### src/rtl/bht_update_ctrl_if.sv
// Signal bundle joining the BHT update controller to fetch, the branch-resolve stage
// and the single-ported BHT array.
interface bht_update_ctrl_if;
    logic       lookup_valid;
    logic [4:0] lookup_addr;
    logic       lookup_ready;
    logic       upd_valid;
    logic [4:0] upd_addr;
    logic       upd_taken;
    logic       upd_ready;
    logic       bht_en;
    logic       bht_we;
    logic [4:0] bht_addr;
    logic [1:0] bht_wdata;
    logic [1:0] bht_rdata;
    logic       pred_valid;
    logic       prediction;
    logic       init_done;

    // Environment side: fetch, resolve stage and the BHT array read data
    modport master (
        output lookup_valid,
        output lookup_addr,
        input  lookup_ready,
        output upd_valid,
        output upd_addr,
        output upd_taken,
        input  upd_ready,
        input  bht_en,
        input  bht_we,
        input  bht_addr,
        input  bht_wdata,
        output bht_rdata,
        input  pred_valid,
        input  prediction,
        input  init_done
    );

    // Controller side
    modport slave (
        input  lookup_valid,
        input  lookup_addr,
        output lookup_ready,
        input  upd_valid,
        input  upd_addr,
        input  upd_taken,
        output upd_ready,
        output bht_en,
        output bht_we,
        output bht_addr,
        output bht_wdata,
        input  bht_rdata,
        output pred_valid,
        output prediction,
        output init_done
    );
endinterface

### src/rtl/bht_update_ctrl.sv
// Owns the single BHT port: initialisation sweep, fetch lookups and read-modify-write
// of 2-bit counters for resolved branches queued in a small in-order FIFO.
module bht_update_ctrl #(
    parameter int unsigned FIFO_DEPTH = 4,
    parameter logic [1:0]  INIT_STATE = 2'b01
) (
    input  logic             clk,
    input  logic             arst,
    bht_update_ctrl_if.slave bus
);
    localparam int unsigned AW = 5;
    localparam int unsigned PW = (FIFO_DEPTH > 1) ? $clog2(FIFO_DEPTH) : 1;
    localparam int unsigned CW = PW + 1;
    localparam logic [AW-1:0] LAST_ADDR = '1;

    typedef enum logic [1:0] {
        S_INIT,
        S_IDLE,
        S_UPD_RD,
        S_UPD_WR
    } state_e;

    typedef struct packed {
        logic [AW-1:0] addr;
        logic          taken;
    } upd_t;

    state_e        state_q, state_d;
    logic [AW-1:0] sweep_q, sweep_d;
    upd_t          fifo_mem [FIFO_DEPTH];
    logic [PW-1:0] wr_ptr_q, rd_ptr_q;
    logic [CW-1:0] count_q;
    logic [1:0]    rd_cap_q;
    logic          init_done_q;
    logic          pred_valid_q;
    logic          prediction_q;
    logic          full, empty, push, pop, capture, lookup_hit;
    upd_t          head;

    // Saturating 2-bit counter transition
    function automatic logic [1:0] next_ctr(input logic [1:0] cur, input logic taken);
        logic [1:0] nxt;
        case (cur)
            2'b00:   nxt = taken ? 2'b01 : 2'b00;
            2'b01:   nxt = taken ? 2'b11 : 2'b00;
            2'b10:   nxt = taken ? 2'b11 : 2'b00;
            default: nxt = taken ? 2'b11 : 2'b10;
        endcase
        return nxt;
    endfunction

    assign full           = (count_q == CW'(FIFO_DEPTH));
    assign empty          = (count_q == '0);
    assign head           = fifo_mem[rd_ptr_q];
    assign bus.upd_ready  = init_done_q & ~full;
    assign push           = bus.upd_valid & bus.upd_ready;
    assign bus.init_done  = init_done_q;
    assign bus.pred_valid = pred_valid_q;
    assign bus.prediction = prediction_q;

    // Next-state and BHT port sequencing
    always_comb begin : fsm_comb
        state_d          = state_q;
        sweep_d          = sweep_q;
        lookup_hit       = 1'b0;
        pop              = 1'b0;
        capture          = 1'b0;
        bus.lookup_ready = 1'b0;
        bus.bht_en       = 1'b0;
        bus.bht_we       = 1'b0;
        bus.bht_addr     = '0;
        bus.bht_wdata    = '0;
        case (state_q)
            S_INIT: begin
                bus.bht_en    = 1'b1;
                bus.bht_we    = 1'b1;
                bus.bht_addr  = sweep_q;
                bus.bht_wdata = INIT_STATE;
                sweep_d       = sweep_q + AW'(1);
                if (sweep_q == LAST_ADDR) begin
                    state_d = S_IDLE;
                end
            end
            S_IDLE: begin
                // A full FIFO blocks lookups so queued updates cannot starve
                if (bus.lookup_valid && !full) begin
                    lookup_hit       = 1'b1;
                    bus.lookup_ready = 1'b1;
                    bus.bht_en       = 1'b1;
                    bus.bht_addr     = bus.lookup_addr;
                end else if (!empty) begin
                    state_d = S_UPD_RD;
                end
            end
            S_UPD_RD: begin
                bus.bht_en   = 1'b1;
                bus.bht_addr = head.addr;
                capture      = 1'b1;
                state_d      = S_UPD_WR;
            end
            S_UPD_WR: begin
                bus.bht_en    = 1'b1;
                bus.bht_we    = 1'b1;
                bus.bht_addr  = head.addr;
                bus.bht_wdata = next_ctr(rd_cap_q, head.taken);
                pop           = 1'b1;
                state_d       = S_IDLE;
            end
        endcase
        if (arst) begin
            bus.bht_en = 1'b0;
            bus.bht_we = 1'b0;
        end
    end

    always_ff @(posedge clk or posedge arst) begin : state_reg
        if (arst) begin
            state_q <= S_INIT;
            sweep_q <= '0;
        end else begin
            state_q <= state_d;
            sweep_q <= sweep_d;
        end
    end

    // FIFO bookkeeping; pointers wrap naturally at a power-of-two depth
    always_ff @(posedge clk or posedge arst) begin : fifo_ctrl
        if (arst) begin
            wr_ptr_q <= '0;
            rd_ptr_q <= '0;
            count_q  <= '0;
        end else begin
            if (push) begin
                wr_ptr_q <= wr_ptr_q + PW'(1);
            end
            if (pop) begin
                rd_ptr_q <= rd_ptr_q + PW'(1);
            end
            count_q <= count_q + CW'(push) - CW'(pop);
        end
    end

    always_ff @(posedge clk) begin : fifo_store
        if (push) begin
            fifo_mem[wr_ptr_q] <= '{addr: bus.upd_addr, taken: bus.upd_taken};
        end
    end

    always_ff @(posedge clk or posedge arst) begin : data_regs
        if (arst) begin
            rd_cap_q     <= '0;
            init_done_q  <= 1'b0;
            pred_valid_q <= 1'b0;
            prediction_q <= 1'b0;
        end else begin
            if (capture) begin
                rd_cap_q <= bus.bht_rdata;
            end
            init_done_q  <= (state_d != S_INIT);
            pred_valid_q <= lookup_hit;
            if (lookup_hit) begin
                prediction_q <= bus.bht_rdata[1];
            end
        end
    end
endmodule

### src/flat_wrapper.sv
// flat-port wrapper written by rule: the top's interface ports become plain ports
module bht_update_ctrl_flat 
#(
    parameter int unsigned FIFO_DEPTH = 4,
    parameter logic [1:0]  INIT_STATE = 2'b01
)
  (clk, arst, bus_lookup_valid, bus_lookup_addr, bus_lookup_ready, bus_upd_valid, bus_upd_addr, bus_upd_taken, bus_upd_ready, bus_bht_en, bus_bht_we, bus_bht_addr, bus_bht_wdata, bus_bht_rdata, bus_pred_valid, bus_prediction, bus_init_done);
  bht_update_ctrl_if bus_i ();
  input  logic clk;
  input  logic arst;
  input wire logic [$bits(bus_i.lookup_valid)-1:0] bus_lookup_valid;
  input wire logic [$bits(bus_i.lookup_addr)-1:0] bus_lookup_addr;
  output wire logic [$bits(bus_i.lookup_ready)-1:0] bus_lookup_ready;
  input wire logic [$bits(bus_i.upd_valid)-1:0] bus_upd_valid;
  input wire logic [$bits(bus_i.upd_addr)-1:0] bus_upd_addr;
  input wire logic [$bits(bus_i.upd_taken)-1:0] bus_upd_taken;
  output wire logic [$bits(bus_i.upd_ready)-1:0] bus_upd_ready;
  output wire logic [$bits(bus_i.bht_en)-1:0] bus_bht_en;
  output wire logic [$bits(bus_i.bht_we)-1:0] bus_bht_we;
  output wire logic [$bits(bus_i.bht_addr)-1:0] bus_bht_addr;
  output wire logic [$bits(bus_i.bht_wdata)-1:0] bus_bht_wdata;
  input wire logic [$bits(bus_i.bht_rdata)-1:0] bus_bht_rdata;
  output wire logic [$bits(bus_i.pred_valid)-1:0] bus_pred_valid;
  output wire logic [$bits(bus_i.prediction)-1:0] bus_prediction;
  output wire logic [$bits(bus_i.init_done)-1:0] bus_init_done;
  assign bus_i.lookup_valid = bus_lookup_valid;
  assign bus_i.lookup_addr = bus_lookup_addr;
  assign bus_lookup_ready = bus_i.lookup_ready;
  assign bus_i.upd_valid = bus_upd_valid;
  assign bus_i.upd_addr = bus_upd_addr;
  assign bus_i.upd_taken = bus_upd_taken;
  assign bus_upd_ready = bus_i.upd_ready;
  assign bus_bht_en = bus_i.bht_en;
  assign bus_bht_we = bus_i.bht_we;
  assign bus_bht_addr = bus_i.bht_addr;
  assign bus_bht_wdata = bus_i.bht_wdata;
  assign bus_i.bht_rdata = bus_bht_rdata;
  assign bus_pred_valid = bus_i.pred_valid;
  assign bus_prediction = bus_i.prediction;
  assign bus_init_done = bus_i.init_done;
  bht_update_ctrl #(.FIFO_DEPTH(FIFO_DEPTH), .INIT_STATE(INIT_STATE)) u_core (.clk(clk), .arst(arst), .bus(bus_i));
endmodule
### config.mk
export PLATFORM = sky130hd
export DESIGN_NAME = bht_update_ctrl_flat
export DESIGN_NICKNAME = d
export VERILOG_FILES = /design/src/rtl/bht_update_ctrl_if.sv /design/src/rtl/bht_update_ctrl.sv /design/src/flat_wrapper.sv
export SDC_FILE = /design/constraint.sdc
export NUM_CORES = 1
export LEC_CHECK = 0
export ABC_AREA = 0
export CAP_MARGIN = 25
export CORE_UTILIZATION = 30
export CTS_CLUSTER_SIZE = 12
export DETAILED_ROUTE_END_ITERATION = 8
export PLACE_DENSITY = 0.59
export RECOVER_POWER = 25
export SLEW_MARGIN = 5
export SYNTH_ARGS = -nofsm -noshare
export SYNTH_HDL_FRONTEND = slang
export SYNTH_SLANG_ARGS = --single-unit
### constraint.sdc
create_clock -name clk -period 4.8 [get_ports clk]
set_input_delay 1.44 -clock clk [delete_from_list [all_inputs] [get_ports clk]]
set_output_delay 1.44 -clock clk [all_outputs]
set_load 0.005 [all_outputs]
# Yosys cells after proc, flatten, opt, wreduce, memory -nomap -nowiden
# Memory sizes are Yosys's and may differ from the RTL's.
# Cells that the tools add are included.
dict set report word_totals {
  n_memories 1
  inputBits 17
  output_inout_bits 14
  ram_bits 24
  wordCells 56
  register_bits 19
}
dict set report classes {
  add_sub_neg 5
  reduce_logical 10
  muxes 21
  eq_ne 7
  bitwise 3
}
# name words word_bits read_ports rd_ports_with_merged_regs wr line_no
set memory_table {}
lappend memory_table {u_core.fifo_mem 4 6 1 0 1 bht_update_ctrl.sv:30} ;# upd_t fifo_mem [FIFO_DEPTH];
# operator count
set op_table {}
lappend op_table {{$pmux 5 s3} 1}
lappend op_table {{$mux 1} 11}
lappend op_table {{$mux 2} 4}
lappend op_table {{$pmux 2 s2} 2}
lappend op_table {{$pmux 2 s4} 1}
lappend op_table {{$eq 2x2->1 const B} 3}
lappend op_table {{$reduce_or 2->1} 3}
lappend op_table {{$add 5x1->5 const B} 1}
lappend op_table {{$eq 5x5->1 const B} 1}
lappend op_table {{$mux 5} 1}
lappend op_table {{$add 2x1->2 const B} 2}
lappend op_table {{$eq 2x1->1 const B} 2}
lappend op_table {{$logic_not 2->1} 2}
lappend op_table {{$add 3x1->3} 1}
lappend op_table {{$eq 3x3->1 const B} 1}
lappend op_table {{$logic_not 3->1} 1}
lappend op_table {{$reduce_or 3->1} 1}
lappend op_table {{$sub 3x1->3} 1}
lappend op_table {{$and 1x1->1} 2}
lappend op_table {{$pmux 1 s2} 1}
lappend op_table {{$reduce_bool 2->1} 1}
lappend op_table {{$logic_and 1x1->1} 1}
lappend op_table {{$logic_not 1->1} 1}
lappend op_table {{$not 1->1} 1}

# Depth between registers and ports, before layout
dict set report depth {
  ltp_word 6
  mapped_depth 8
  depth_no_buf 8
}

# Worst setup path before layout
# OpenSTA, ideal clock, no wires.
dict set report synth_timing {
  path_kind {input port to output port}
  start {input bus_lookup_valid}
  end {output bus_bht_addr[0]}
  cell_stages 2
  path_buffers 0
  t_arrival_ps 1855
  t_required_ps 3360
  setup_slack_ps 1505
  path_cell_list {and4b_2 a21o_1}
}
dict set report synth_via {
  elab_chain_len 3
}
# item line_no
set synth_rtl {}
lappend synth_rtl {{start: declaration} flat_wrapper.sv:11} ;# input wire logic [$bits(bus_i.lookup_valid)-1:0] bus_lookup_valid;
lappend synth_rtl {{$logic_and 1x1->1} bht_update_ctrl.sv:86} ;# if (bus.lookup_valid && !full) begin
lappend synth_rtl {{$mux 5} bht_update_ctrl.sv:86}
lappend synth_rtl {{$pmux 5 s3} bht_update_ctrl.sv:73} ;# case (state_q)
lappend synth_rtl {{end: declaration} flat_wrapper.sv:20} ;# output wire logic [$bits(bus_i.bht_addr)-1:0] bus_bht_addr;
# Every way passes these cells.

# Final worst setup path
dict set report layout_timing {
  start {input bus_lookup_valid}
  end {output bus_bht_addr[4]}
}
# The elaborated chain is that of the path after synthesis.

==> flow_metrics.py <==
metrics = {
    "run_status": {
        "status": "finished, violations left",
        "violations": "DRC",
    },
    "synth": {
        "yosysWarnings": 0,
        "yosysTopAreaCell": "edfxtp_1",
        "ys_seq_area_share_pct": 58.5,
        "yosys-top-cells-area": "edfxtp_1 35%, dfrtp_1 23%, ha_1 8.6%",
        "synth_top_area_share_pct": 35.3,
        "synth_cells": 142,
        "synth_edf_count": 24,
        "syn_nets": 174,
        "synth-seq-cells": 43,
        "synth_top_flop_cell": "edfxtp_1",
        "netlist-cell-type-count": 35,
        "synth.avg_cell_area_sq_um": 14.4,
        "async_reset_ff_share_pct": 44.2,
        "synthesis.area_sq_mm": 0.00204,
    },
    "placed_design": {
        "port_buffers": 30,
        "postPlaceCellArea_sq_mm": 0.00241,
        "gp_congestion": 0.668,
        "dp_hpwl_mm": 2.58,
    },
    "floorplan": {
        "top_level_ports": 31,
        "core-area_sq_mm": 0.00646,
        "dieHeight_um": 84.6,
        "die_area_sq_mm": 0.00715,
        "fp-row-count": 29,
        "initial_core_util_pct": 31.7,
        "fp.dieW_um": 84.6,
    },
    "global_routing": {
        "grt_max_degree": 20,
        "grt_use_total_pct": 10.7,
        "grt_pass1_wl_mm": 5.87,
        "grt_pass1_vias": 1220,
        "grt-ovfl-total": 0,
        "grt_antenna_before_repair": 0,
    },
    "final_layout": {
        "fill_cells": 628,
        "finalInstanceArea_sq_mm": 0.00253,
        "multi_input_area_sq_um": 779,
        "final_util_pct": 39.2,
        "syn_to_final_growth_pct": 23.7,
        "layout-drive-gt1-share_pct": 16.0,
        "seqCellArea_sq_mm": 0.00120,
        "final_cell_mix": "24 x clkdlybuf4s50_1, 24 x edfxtp_1, 19 x dfrtp_1, 14 x ha_1, 11 x inv_1",
        "n_antenna_cell": 0,
        "fin_nets": 206,
    },
    "clocking": {
        "cts_tree": "yes",
        "clkTransAtPathRegs_ns": 0.08,
        "cts_buffer_depth": 2,
        "cts_setup_buffers": 0,
        "htreeDepth": 2,
        "cts_resized": 0,
        "clock_sinks": 43,
        "numCtsBuffers": 5,
        "clock-root-buffer": "clkbuf_8",
        "clk-insertion-delay-late_ns": 0.29,
        "ctsHoldBuffers": 0,
    },
    "sta": {
        "setup_tns_ns": 0,
        "tightest_slew_ns": 0.769,
        "setup_viol": 0,
        "hold_viol_final": 0,
        "finalCritPeriodShare_pct": 90.3,
        "maxSlewViolCount": 0,
        "layout_min_cycle_time_ns": 4.34,
        "slew_headroom_pct": 48.7,
        "rsz0062_at_grt": "no",
        "clock_skew_ns": 0.00436,
        "hold_ws_ns": 0.488,
        "max_freq_ghz": 0.231,
    },
    "critical_path": {
        "path_max_fanout": 5,
        "r2r_slack_ns": 2.68,
        "r2r_end": "u_core.count_q[2]",
        "startpoint_type": "primary input",
        "arrival_ns": 2.90,
        "path_cells": "clkdlybuf4s50_1 > and4b_2 > a21o_1 > clkdlybuf4s50_1",
        "worstSetupStartpoint": "bus_lookup_valid",
        "worst-r2r-cell-count": 8,
        "crit_path_frequent_cell": "clkdlybuf4s50_1",
        "endpoint_kind": "output port",
        "cp_top_family": "buffers and inverters",
        "crit_buf_inv": 2,
        "crit_path_top_delay_cell": "clkdlybuf4s50_1",
        "crit_cells": 4,
        "cpPeakStageDelay_ns": 0.51,
        "timing.rr.start": "u_core.state_q[1]",
        "endpoint": "bus_bht_addr[4]",
        "worst-setup-path-type": "in2out",
        "cp.required_ns": 3.36,
    },
    "hold_path": {
        "hold_class": "reg2reg",
    },
    "route": {
        "drt_iter0_drc": 50,
        "ant_nets": 0,
        "drc": 6,
        "wl_mm": 3.44,
        "num_vias": 1162,
        "firstDrtPassIters": 6,
        "viasPerCell": 4.61,
        "post_drt_wl_per_cell_um": 13.7,
    },
    "job": {
        "drv_cap": 0,
    },
    "power_and_ir_drop": {
        "ir_drop_v": 0.000200,
        "p_int_w": 0.00107,
        "comb_power_share_pct": 43.8,
        "pwr-share-clk_pct": 17.9,
        "switchingPower_w": 0.000515,
        "powerDensity_mw_per_mm2": 628,
        "seqPwrFrac_pct": 38.3,
        "leakage_nw": 1.05,
        "sw_frac_of_total_pct": 32.4,
    },
}
routing by layer:
metal	global-route usage (%)	part of all wire [%]	wire length, um
met1	14.1	47	1630
met4	3.24	0.90	31
met5	0	0	0
met2	17.1	48	1670
met3	2.95	3.3	115
per-stage QoR:
stage	cells	setup slack (ns)	total power, W
2_1_floorplan	142	1.51	0.00107
3_3_place_gp	244	0.440	0.00132
3_5_place_dp	244	0.453	0.00133
4_1_cts	252	0.448	0.00161
5_1_grt	252	0.390	0.00172
6_report	252	0.464	0.00159
cell usage after synthesis (2+ instances only):
cell type  count
a22o_1         5
mux2_2         3
mux4_2         6
xnor2_1        6
edfxtp_1      24
a21oi_1        4
ha_1          14
dfrtp_1       19
xor2_1         2
inv_1         11
a21o_1         6
clkbuf_1       3
nor2_1         5
nand2_1        6
and2_2         5
nor3_1         2
o21ai_0        3
power groups by stage:
stage | logic [W] | registers, W | clock network [W]
after floorplan | 0.000501 | 0.000571 | 0
after global placement | 0.000701 | 0.000617 | 0
after detailed placement | 0.000708 | 0.000620 | 0
after CTS | 0.000712 | 0.000612 | 0.000290
after global routing | 0.000787 | 0.000629 | 0.000306
final | 0.000694 | 0.000608 | 0.000285
cells by family (layout without fill, tap and decap cells):
kind of cell             count (synthesis)  in the layout  synth area share (%)
multiplexers                            10             10                  9.00
XOR/XNOR                                 8              8                  3.43
AO/OA/AOI/OAI                           22             22                  7.89
flip-flops                              43             43                  58.5
buffers and inverters                   16             49                  3.37
AND/OR/NAND/NOR                         28             28                  8.26
adder cells (fa/ha/maj)                 15             15                  9.55
worst min path at each step:
stage	endpoint	slack, ns	start	cells after the start
5_1_grt	u_core.sweep_q[3]	0.52	u_core.sweep_q[3]	1
3_5_place_dp	u_core.sweep_q[3]	0.49	u_core.sweep_q[3]	1
4_1_cts	u_core.sweep_q[3]	0.50	u_core.sweep_q[3]	1
6_report	u_core.sweep_q[3]	0.49	u_core.sweep_q[3]	1
2_1_floorplan	u_core.sweep_q[3]	0.46	u_core.sweep_q[3]	1
3_3_place_gp	u_core.sweep_q[3]	0.48	u_core.sweep_q[3]	1
area by class of cell:
type / instances / area share, %
multi-input cells: 83 / 30.8
flip-flops and latches: 43 / 47.3
clock buffers: 5 / 2.72
well taps: 77 / 3.81
inverters: 11 / 1.63
repair buffers: 30 / 11.9
clock inverters: 3 / 1.83
state kept, by name, indices dropped and copies added (netlist names), 2 cells and up:
name             cells
u_core.count_q       3
u_core.fifo_mem     24
u_core.rd_cap_q      2
u_core.rd_ptr_q      2
u_core.state_q       2
u_core.sweep_q       5
u_core.wr_ptr_q      2
Power figures use the tool's default switching activity.
